`src/rtl/cici_rate_sequencer_if.sv`:
```
// Sample and control bundle between an upstream source and the CIC rate sequencer.
// master drives requests and samples; slave (the sequencer) returns the handshake, enables and status.
interface cici_rate_sequencer_if #(
    parameter int gp_data_width = 8,
    parameter int gp_rate_width = 5
);
    logic                            i_start;
    logic                            i_stop;
    logic        [gp_rate_width-1:0] i_rate;
    logic                            i_valid;
    logic signed [gp_data_width-1:0] i_data;
    logic                            o_ready;
    logic signed [gp_data_width-1:0] o_data;
    logic                            o_slow_ena;
    logic                            o_fast_ena;
    logic                            o_busy;
    logic                            o_underrun;
    logic        [1:0]               o_state;

    modport master (
        output i_start, i_stop, i_rate, i_valid, i_data,
        input  o_ready, o_data, o_slow_ena, o_fast_ena, o_busy, o_underrun, o_state
    );

    modport slave (
        input  i_start, i_stop, i_rate, i_valid, i_data,
        output o_ready, o_data, o_slow_ena, o_fast_ena, o_busy, o_underrun, o_state
    );
endinterface

```
`src/rtl/cici_rate_sequencer.sv`:
```
// Slow/fast enable sequencer for a CIC interpolator: accepts one sample per slow frame,
// runs until stopped, then zero-flushes the filter for order*delay frames before going idle.
module cici_rate_sequencer #(
    parameter int gp_data_width = 8,
    parameter int gp_max_rate   = 16,
    parameter int gp_rate_width = $clog2(gp_max_rate + 1),
    parameter int gp_order      = 3,
    parameter int gp_diff_delay = 1
) (
    input logic                 i_clk,
    input logic                 i_rst,
    cici_rate_sequencer_if.slave bus
);
    localparam int RW        = gp_rate_width;
    localparam int FLUSH_LEN = gp_order * gp_diff_delay;
    localparam int FW        = (FLUSH_LEN > 1) ? $clog2(FLUSH_LEN) : 1;
    localparam logic [RW-1:0] MAX_RATE   = RW'(gp_max_rate);
    localparam logic [FW-1:0] FLUSH_LAST = FW'(FLUSH_LEN - 1);

    typedef enum logic [1:0] {
        ST_IDLE  = 2'b00,
        ST_RUN   = 2'b01,
        ST_FLUSH = 2'b10
    } state_t;

    state_t                    state_r, state_nx_s;
    logic [RW-1:0]             cnt_r, cnt_nx_s, cnt_inc_s;
    logic [RW-1:0]             rate_q_r, rate_nx_s, rate_latch_s;
    logic [FW-1:0]             flush_cnt_r, flush_nx_s;
    logic [gp_data_width-1:0]  data_r, data_nx_s;
    logic                      underrun_r, underrun_nx_s;
    logic                      stop_pend_r, stop_pend_nx_s;
    logic                      b_s, stop_now_s;

    assign b_s        = (cnt_r == (rate_q_r - RW'(1)));
    assign cnt_inc_s  = b_s ? {RW{1'b0}} : (cnt_r + RW'(1));
    // A stop arriving on a boundary cycle must already suppress that boundary's handshake.
    assign stop_now_s = stop_pend_r | bus.i_stop;

    // Rate to latch on an accepted start: zero maps to 1, oversize clamps to the maximum.
    always_comb begin
        rate_latch_s = bus.i_rate;
        if (bus.i_rate == {RW{1'b0}}) begin
            rate_latch_s = RW'(1);
        end else if (bus.i_rate > MAX_RATE) begin
            rate_latch_s = MAX_RATE;
        end else begin
            rate_latch_s = bus.i_rate;
        end
    end

    // Next-state and datapath decisions for IDLE/RUN/FLUSH.
    always_comb begin
        state_nx_s     = state_r;
        cnt_nx_s       = cnt_r;
        rate_nx_s      = rate_q_r;
        flush_nx_s     = flush_cnt_r;
        data_nx_s      = data_r;
        underrun_nx_s  = underrun_r;
        stop_pend_nx_s = stop_pend_r;
        case (state_r)
            ST_IDLE: begin
                cnt_nx_s = {RW{1'b0}};
                if (bus.i_start && !bus.i_stop) begin
                    state_nx_s     = ST_RUN;
                    rate_nx_s      = rate_latch_s;
                    underrun_nx_s  = 1'b0;
                    data_nx_s      = {gp_data_width{1'b0}};
                    stop_pend_nx_s = 1'b0;
                    flush_nx_s     = {FW{1'b0}};
                end else begin
                    state_nx_s = ST_IDLE;
                end
            end
            ST_RUN: begin
                cnt_nx_s = cnt_inc_s;
                if (b_s) begin
                    if (stop_now_s) begin
                        state_nx_s     = ST_FLUSH;
                        data_nx_s      = {gp_data_width{1'b0}};
                        flush_nx_s     = {FW{1'b0}};
                        stop_pend_nx_s = 1'b0;
                    end else if (bus.i_valid) begin
                        data_nx_s = bus.i_data;
                    end else begin
                        data_nx_s     = {gp_data_width{1'b0}};
                        underrun_nx_s = 1'b1;
                    end
                end else begin
                    stop_pend_nx_s = stop_now_s;
                end
            end
            ST_FLUSH: begin
                cnt_nx_s  = cnt_inc_s;
                data_nx_s = {gp_data_width{1'b0}};
                if (b_s && (flush_cnt_r == FLUSH_LAST)) begin
                    state_nx_s = ST_IDLE;
                    cnt_nx_s   = {RW{1'b0}};
                end else if (b_s) begin
                    flush_nx_s = flush_cnt_r + FW'(1);
                end else begin
                    flush_nx_s = flush_cnt_r;
                end
            end
            default: begin
                state_nx_s     = ST_IDLE;
                cnt_nx_s       = {RW{1'b0}};
                stop_pend_nx_s = 1'b0;
            end
        endcase
    end

    // State and datapath registers.
    always_ff @(posedge i_clk or posedge i_rst) begin
        if (i_rst) begin
            state_r     <= ST_IDLE;
            cnt_r       <= {RW{1'b0}};
            rate_q_r    <= RW'(1);
            flush_cnt_r <= {FW{1'b0}};
            data_r      <= {gp_data_width{1'b0}};
            underrun_r  <= 1'b0;
            stop_pend_r <= 1'b0;
        end else begin
            state_r     <= state_nx_s;
            cnt_r       <= cnt_nx_s;
            rate_q_r    <= rate_nx_s;
            flush_cnt_r <= flush_nx_s;
            data_r      <= data_nx_s;
            underrun_r  <= underrun_nx_s;
            stop_pend_r <= stop_pend_nx_s;
        end
    end

    assign bus.o_fast_ena = (state_r != ST_IDLE);
    assign bus.o_slow_ena = (state_r != ST_IDLE) & b_s;
    assign bus.o_ready    = (state_r == ST_RUN) & b_s & ~stop_now_s;
    assign bus.o_data     = data_r;
    assign bus.o_busy     = (state_r != ST_IDLE);
    assign bus.o_underrun = underrun_r;
    assign bus.o_state    = state_r;
endmodule

```
`src/flat_wrapper.sv`:
```
// flat-port wrapper written by rule: the top's interface ports become plain ports
module cici_rate_sequencer_flat 
#(
    parameter int gp_data_width = 8,
    parameter int gp_max_rate   = 16,
    parameter int gp_rate_width = $clog2(gp_max_rate + 1),
    parameter int gp_order      = 3,
    parameter int gp_diff_delay = 1
)
  (i_clk, i_rst, bus_i_start, bus_i_stop, bus_i_rate, bus_i_valid, bus_i_data, bus_o_ready, bus_o_data, bus_o_slow_ena, bus_o_fast_ena, bus_o_busy, bus_o_underrun, bus_o_state);
  cici_rate_sequencer_if #(.gp_data_width(gp_data_width), .gp_rate_width(gp_rate_width)) bus_i ();
  input logic i_clk;
  input logic i_rst;
  input wire logic [$bits(bus_i.i_start)-1:0] bus_i_start;
  input wire logic [$bits(bus_i.i_stop)-1:0] bus_i_stop;
  input wire logic [$bits(bus_i.i_rate)-1:0] bus_i_rate;
  input wire logic [$bits(bus_i.i_valid)-1:0] bus_i_valid;
  input wire logic [$bits(bus_i.i_data)-1:0] bus_i_data;
  output wire logic [$bits(bus_i.o_ready)-1:0] bus_o_ready;
  output wire logic [$bits(bus_i.o_data)-1:0] bus_o_data;
  output wire logic [$bits(bus_i.o_slow_ena)-1:0] bus_o_slow_ena;
  output wire logic [$bits(bus_i.o_fast_ena)-1:0] bus_o_fast_ena;
  output wire logic [$bits(bus_i.o_busy)-1:0] bus_o_busy;
  output wire logic [$bits(bus_i.o_underrun)-1:0] bus_o_underrun;
  output wire logic [$bits(bus_i.o_state)-1:0] bus_o_state;
  assign bus_i.i_start = bus_i_start;
  assign bus_i.i_stop = bus_i_stop;
  assign bus_i.i_rate = bus_i_rate;
  assign bus_i.i_valid = bus_i_valid;
  assign bus_i.i_data = bus_i_data;
  assign bus_o_ready = bus_i.o_ready;
  assign bus_o_data = bus_i.o_data;
  assign bus_o_slow_ena = bus_i.o_slow_ena;
  assign bus_o_fast_ena = bus_i.o_fast_ena;
  assign bus_o_busy = bus_i.o_busy;
  assign bus_o_underrun = bus_i.o_underrun;
  assign bus_o_state = bus_i.o_state;
  cici_rate_sequencer #(.gp_data_width(gp_data_width), .gp_max_rate(gp_max_rate), .gp_rate_width(gp_rate_width), .gp_order(gp_order), .gp_diff_delay(gp_diff_delay)) u_core (.i_clk(i_clk), .i_rst(i_rst), .bus(bus_i));
endmodule
```
`config.mk`:
```
export PLATFORM = sky130hd
export DESIGN_NAME = cici_rate_sequencer_flat
export DESIGN_NICKNAME = d
export VERILOG_FILES = /design/src/rtl/cici_rate_sequencer_if.sv /design/src/rtl/cici_rate_sequencer.sv /design/src/flat_wrapper.sv
export SDC_FILE = /design/constraint.sdc
export NUM_CORES = 1
export LEC_CHECK = 0
export CORE_UTILIZATION = 49
export DETAILED_ROUTE_END_ITERATION = 6
export HOLD_SLACK_MARGIN = 0.03
export PLACE_DENSITY = 0.83
export SKIP_CTS_REPAIR_TIMING = 1
export SLEW_MARGIN = 20
export SYNTH_ARGS = -nofsm -noshare
export SYNTH_HDL_FRONTEND = slang
export SYNTH_SLANG_ARGS = --single-unit
```
`constraint.sdc`:
```
create_clock -name i_clk -period 2.9 [get_ports i_clk]
set_input_delay 0.435 -clock i_clk [delete_from_list [all_inputs] [get_ports i_clk]]
set_output_delay 0.435 -clock i_clk [all_outputs]
set_load 0.02 [all_outputs]
```
==> results by group, run 1 <==
Clock tree
  – Clock Tree Root: clkbuf_4
  – TritonCTS clock tree: built
  – CTS Buffer Depth: 2
  – Clk slew on worst S/H paths: 0.14 ns
  – H-tree depth: 1
  – Worst-Skew Late Latency: 0.32 ns
  – CTS Buf Count: 3
  – Sink Count: 24

Timing
  – Slew Viols, Final: 0
  – Min Tclk post-route: 2.769 ns
  – Worst Tran Pin Value: 0.9101 ns
  – Unrepaired setup endpoints after global routing: no
  – Period utilization: 0.9547
  – Final setup fails: 0
  – Worst Skew: 0.003517 ns
  – Final Hold Fails: 0
  – Fin Setup TNS: 0 ns
  – Slew margin rel.: 0.3926
  – F_max: 361.2 MHz

Power
  – Total power draw: 1.223 mW
  – Worst vdd ir: 0.0004913 V
  – Leakage: 0.8073 nW
  – Power per cell area: 685.9 mW/mm^2

Final layout
  – Share of cells above drive strength 1: 0.07955
  – Flip-flop and latch area: 601.8 sq um
  – N_diodes: 0
  – Area of the multi-input gates: 668.1 sq um
  – Commonest non-fill, non-tap cells in the layout: clkdlybuf4s50_1 (30), dfrtp_1 (23), inv_1 (18)
  – Area grow syn2layout: 31.09%
  – Fillcell total: 199
  – Nets: 202
  – Finished Layout Cells: 206
  – Leading cell type in the layout, fill and taps excluded: clkdlybuf4s50_1

Critical path
  – Critical path launch point: u_core.rate_q_r[0]$_DFFE_PP1P_
  – Critical-path top delay cell: dfstp_2
  – Crit-path max FO: 4
  – Worst path arrival time: 2.33 ns
  – Crit-path max cell delay: 0.55 ns
  – CP most frequent cell: nor2b_1
  – Worst-path cell chain: inv_1 -> ha_1 -> nor2b_1 -> or3_1 -> a311o_1 -> nor2b_1 -> dlymetal6s2s_1
  – Crit Reg-Reg Startpoint: u_core.rate_q_r[0]$_DFFE_PP1P_
  – CP Launch Type: flop
  – Top Family by Delay on Critical Path: simple AND/OR/NAND/NOR gates
  – Kind of critical path: flop to output pin
  – Setup crit end kind: output pin
  – Crit path buf inv count: 2
  – Worst EP required: 2.47 ns

Die
  – Die Span Y: 54.69 um
  – Die Width: 54.69 um
  – Core area: 0.002545 sq mm
  – I/O pins: 33
  – FP Rows: 18
  – Initial cell density of the core: 0.5344
  – Die Area: 0.002990 sq mm

Route
  – Vias per cell: 5.359
  – Routed len/inst: 13.56 um
  – DRT antenna net count: 0
  – DRT iter0 DRCs: 15
  – Routed WL: 2794 um
  – Vias: 1,104
  – DRC errors left: 0
  – Drt first pass iters: 4

Logic synthesis
  – Syn Nets: 166
  – Syn_area_per_cell: 9.646 sq um
  – Yosys reg bits: 24
  – Yosys top cell area share: 0.4232
  – Area leader, netlist: dfrtp_1
  – Synth top area cells: dfrtp_1 (42%), mux2i_1 (6.6%), ha_1 (6.4%), inv_1 (5.0%), nand2_1 (3.6%)
  – Yosys cell types: 35
  – Post-synth EDFFs: 0
  – Warnings from Yosys: 0
  – Main flop type after synthesis: dfrtp_1
  – Netlist Area Pre-Place: 0.001360 sq mm
  – Gate count after technology mapping: 141
  – Post-synthesis sequential area ratio: 0.4425
  – Asr flop ratio synth: 1.000

Outcome
  – Status: finished clean

Worst hold path
  – Min-Delay Path Class: flop to flop
  – Hold Crit Start: u_core.cnt_r[0]$_DFF_PP0_

Placement
  – GP Congestion: 0.8067
  – IO buf count: 32
  – Placed cells: 202
  – DP HPWL: 2122 um

Global route
  – Grt ovf: 0
  – Largest net degree at the start of global routing: 25
  – Global-route wire length before repair: 4519 um
  – Aggregate global-route resource usage: 0.2130
  – Vias in the first global route: 1,119
  – Initial antenna violation count: 0

Run
  – MaxCap Viol Count: 0
## Yosys cell counts, drive strengths merged (3+ instances only)
cell / number
clkbuf: 4
nand3: 4
ha: 7
a21oi: 3
a211oi: 3
nor3: 3
nand2b: 4
dfrtp: 23
nor2: 10
inv: 18
xor2: 4
xnor2: 4
nand2: 13
mux2i: 9
nor2b: 4
o21ai: 6
## cells by family after synthesis
family	after synthesis	share of synthesized area
AOI/OAI and AO/OA	23	0.1297
xor gates and xnor gates	8	0.05151
adders and majority gates	7	0.06439
buffers and inverters	23	0.06623
DFF	24	0.4425
muxes	10	0.07452
and+or+nand+nor	46	0.1711
## layout make-up
type,count,share of cell area
sequential,24,0.3375
inverter,18,0.03789
timing repair buffer,36,0.1993
multi-input combinational,94,0.3747
clock buffer,3,0.01263
tap,30,0.02105
clock inverter,1,0.01684
## state kept, by name, indices dropped and copies added (netlist names)
signal / flops
u_core.cnt_r: 5
u_core.stop_pend_r: 1
u_core.bus.o_state: 2
u_core.bus.o_underrun: 1
u_core.flush_cnt_r: 2
u_core.bus.o_data: 8
u_core.rate_q_r: 5
## final timing paths
kind	to	slack [ns]	cells after the start
max in group asynchronous	u_core.cnt_r[0]$_DFF_PP0_	1.76	2
worst min register to register	u_core.cnt_r[0]$_DFF_PP0_	0.52	1
worst max-delay path	bus_o_ready	0.13	7
min in group asynchronous	u_core.bus.o_data[7]$_DFFE_PP0P_	0.59	2
worst min-delay path	u_core.cnt_r[0]$_DFF_PP0_	0.52	1
worst max register to register	u_core.bus.o_data[7]$_DFFE_PP0P_	0.26	9
## stage by stage
step,cell area [sq um],util,hold WS (ns),worst slack [ns]
after floorplan,1360,-,0.4489,0.2638
after global placement,1725,0.6780,0.5005,0.1220
after detailed placement,1725,0.6780,0.5118,0.1097
after CTS,1778,0.6986,0.5308,-0.2862
after global routing,1783,0.7006,0.5424,0.02903
final,1783,0.7006,0.5229,0.1313
## where the power goes
group | internal, mW | total, mW | switching (mW)
logic | 0.263 | 0.536 | 0.273
registers | 0.397 | 0.442 | 0.0448
clock network | 0.140 | 0.245 | 0.105
## routing by layer
| metal | GRT usage | routed length (um) | up-vias |
|---|---|---|---|
| met2 | 0.3735 | 1398 | 25 |
| met4 | 0.07265 | 34 | 0 |
| met3 | 0.05278 | 113 | 5 |
| li1 | - | - | 541 |
| met1 | 0.2491 | 1248 | 533 |
| met5 | 0 | 0 | - |
Power figures use the tool's default switching activity.
==> inputs of run 2 (changes only) <==
--- a/config.mk
+++ b/config.mk
@@ -5,10 +5,11 @@
 export SDC_FILE = /design/constraint.sdc
 export NUM_CORES = 1
 export LEC_CHECK = 0
-export CORE_UTILIZATION = 49
+export CAP_MARGIN = 20
+export CORE_UTILIZATION = 44
 export DETAILED_ROUTE_END_ITERATION = 6
 export HOLD_SLACK_MARGIN = 0.03
-export PLACE_DENSITY = 0.83
+export PLACE_DENSITY = 0.79
 export SKIP_CTS_REPAIR_TIMING = 1
 export SLEW_MARGIN = 20
 export SYNTH_ARGS = -nofsm -noshare
==> constraint.sdc (replaced) <==
create_clock -name i_clk -period 2.3 [get_ports i_clk]
set_input_delay 0.345 -clock i_clk [delete_from_list [all_inputs] [get_ports i_clk]]
set_output_delay 0.345 -clock i_clk [all_outputs]
set_load 0.02 [all_outputs]
==> run 2 against run 1 <==
Net effect: the flow now finishes with violations (design-rule violations, negative setup slack); sequential power up 27%; wire length up 17%; non-clock buffer count up 9; via count up 7.2%; critical path type unchanged; largest cell class unchanged; power up 42%; highest routed layer unchanged.
==> results by group, run 2 (synthesis gave the netlist of run 1 again) <==
Outcome
  – Status: finished, violations left
  – Failing checks: design-rule violations, negative setup slack

Timing
  – Min Tclk post-route: 2.536 ns
  – Fin Setup TNS: -2.594 ns (-2.594 ns)
  – Worst Skew: 0.001086 ns (-0.002431 ns)
  – F_max: 394.3 MHz
  – Worst Tran Pin Value: 0.3249 ns (-0.5853 ns)
  – Period utilization: 1.103
  – Unrepaired setup endpoints after global routing: yes
  – Final setup fails: 15 (+15)
  – Final Hold Fails: 0 (unchanged)
  – Final WS setup: -0.2360 ns (-0.3673 ns)
  – Slew Viols, Final: 0 (unchanged)
  – Slew margin rel.: 0.7830 (+0.3904)
  – Min Hold Slack: 0.3368 ns (-0.1861 ns)

Clock tree
  – CTS Buf Count: 3 (unchanged)
  – H-tree depth: 1 (unchanged)
  – TritonCTS clock tree: built
  – Clock Tree Root: clkbuf_4
  – CTS Buffer Depth: 2 (unchanged)
  – Worst-Skew Late Latency: 0.33 ns (about the same)
  – Clk slew on worst S/H paths: 0.14 ns (about the same)
  – Sink Count: 24 (unchanged)

Critical path
  – Worst reg-to-reg path cell count: 9 (unchanged)
  – Instance count on the critical path: 7 (unchanged)
  – CP Launch Type: flop
  – Setup crit end kind: output pin
  – Worst path arrival time: 2.19 ns (-0.14 ns)
  – Worst EP required: 1.96 ns (-0.51 ns)
  – Crit-path max FO: 3 (-1)
  – Crit-path max cell delay: 0.57 ns (+0.02 ns)
  – Critical-path top delay cell: dfstp_2
  – Top Family by Delay on Critical Path: flip-flops
  – Critical path launch point: u_core.rate_q_r[0]$_DFFE_PP1P_
  – Crit path buf inv count: 2 (unchanged)
  – Kind of critical path: flop to output pin
  – Worst-path cell chain: inv_2 -> ha_4 -> nor2b_4 -> or3_1 -> a311o_1 -> nor2b_2 -> buf_4
  – Crit Reg-Reg Startpoint: u_core.rate_q_r[0]$_DFFE_PP1P_

Die
  – I/O pins: 33 (unchanged)
  – Core area: 0.002853 sq mm (+12%)
  – Die Width: 57.60 um (+5.3%)
  – Die Area: 0.003317 sq mm (+11%)
  – Die Span Y: 57.60 um (+5.3%)
  – FP Rows: 19 (+1)
  – Initial cell density of the core: 0.4768 (-0.05766)

Placement
  – DP HPWL: 2301 um (+8.4%)
  – Placed cells: 209 (+3.5%)
  – GP Congestion: 0.8212 (+1.8%)
  – IO buf count: 32 (unchanged)
  – Post-Place Setup Slack: -0.3139 ns (-0.4235 ns)
  – Placed Area: 0.001802 sq mm (+4.4%)

Route
  – Drt first pass iters: 6 (+2)
  – DRC errors left: 1 (+1)
  – Routed len/inst: 15.17 um (+12%)
  – DRT antenna net count: 0 (unchanged)
  – Routed WL: 3276 um (+17%)
  – Vias: 1,184 (+7.2%)
  – DRT iter0 DRCs: 35 (+20)
  – Vias per cell: 5.481 (+2.3%)

Final layout
  – Final non-filler cell area: 0.001954 sq mm (+9.6%)
  – Flip-flop and latch area: 601.8 sq um (unchanged)
  – Share of cells above drive strength 1: 0.2216 (+0.1421)
  – Max FFs per register: 8 (unchanged)
  – Post-layout util: 0.6851 (-0.01550)
  – Finished Layout Cells: 216 (+4.9%)
  – Area grow syn2layout: 43.70%
  – Leading cell type in the layout, fill and taps excluded: clkdlybuf4s50_1
  – Fillcell total: 204 (+2.5%)
  – Commonest non-fill, non-tap cells in the layout: clkdlybuf4s50_1 (30), dfrtp_1 (23), inv_1 (17)
  – Area of the multi-input gates: 760.7 sq um (+14%)
  – N_diodes: 0 (unchanged)
  – Nets: 211 (+4.5%)

Worst hold path
  – Min-Delay Path Class: input pin to asynchronous set/reset pin

Global route
  – Vias in the first global route: 1,206 (+7.8%)
  – Grt ovf: 0 (unchanged)
  – Global-route wire length before repair: 5154 um (+14%)
  – Initial antenna violation count: 0 (unchanged)
  – Aggregate global-route resource usage: 0.2021 (-0.01092)
  – Largest net degree at the start of global routing: 25 (unchanged)

Run
  – MaxCap Viol Count: 0 (unchanged)

Power
  – Leakage: 0.8439 nW (+4.5%)
  – Worst vdd ir: 0.0005058 V (+2.9%)
  – Power per cell area: 889.3 mW/mm^2 (+30%)
  – Total power draw: 1.738 mW (+42%)
run 2: path summary, 6_finish.rpt:
check | endpoint | slack (ns)
max | bus_o_ready | -0.24
min | u_core.rate_q_r[3]$_DFFE_PP0P_ | 0.34
max reg2reg | u_core.bus.o_data[7]$_DFFE_PP0P_ | -0.22
min reg2reg | u_core.cnt_r[0]$_DFF_PP0_ | 0.53
max in group asynchronous | u_core.rate_q_r[0]$_DFFE_PP1P_ | 1.66
min in group i_clk | u_core.cnt_r[0]$_DFF_PP0_ | 0.53
run 2: worst min-delay path, stage by stage:
cell and delay, ns:
clkdlybuf4s50_1 0.40, inv_1 0.05, buf_4 0.29
run 2: layout make-up:
type	instances	share of cell area
multi-input cells	94	0.3892
flip-flops and latches	24	0.3079
clock buffers	3	0.01152
well taps	31	0.01985
repair buffers	45	0.2215
inverters	18	0.03457
clock inverters	1	0.01536
run 2: per-layer routing:
metal  routed length, um  GRT usage
met1                1390     0.2672
met2                1623     0.3472
met3                 166    0.02494
met4                  95    0.05923
met5                   0          0
run 2: where the power goes:
part / total (mW) / internal [mW] / switching (mW)
Sequential: 0.562 / 0.501 / 0.0614
Clock: 0.317 / 0.176 / 0.141
Combinational: 0.859 / 0.449 / 0.410
==> inputs of run 3 (changes only) <==
--- a/config.mk
+++ b/config.mk
@@ -11,7 +11,6 @@
 export HOLD_SLACK_MARGIN = 0.03
 export PLACE_DENSITY = 0.79
 export SKIP_CTS_REPAIR_TIMING = 1
-export SLEW_MARGIN = 20
 export SYNTH_ARGS = -nofsm -noshare
 export SYNTH_HDL_FRONTEND = slang
 export SYNTH_SLANG_ARGS = --single-unit
==> results of run 3 <==
Same layout as run 2: the final DEF is identical, and so are final timing and power.
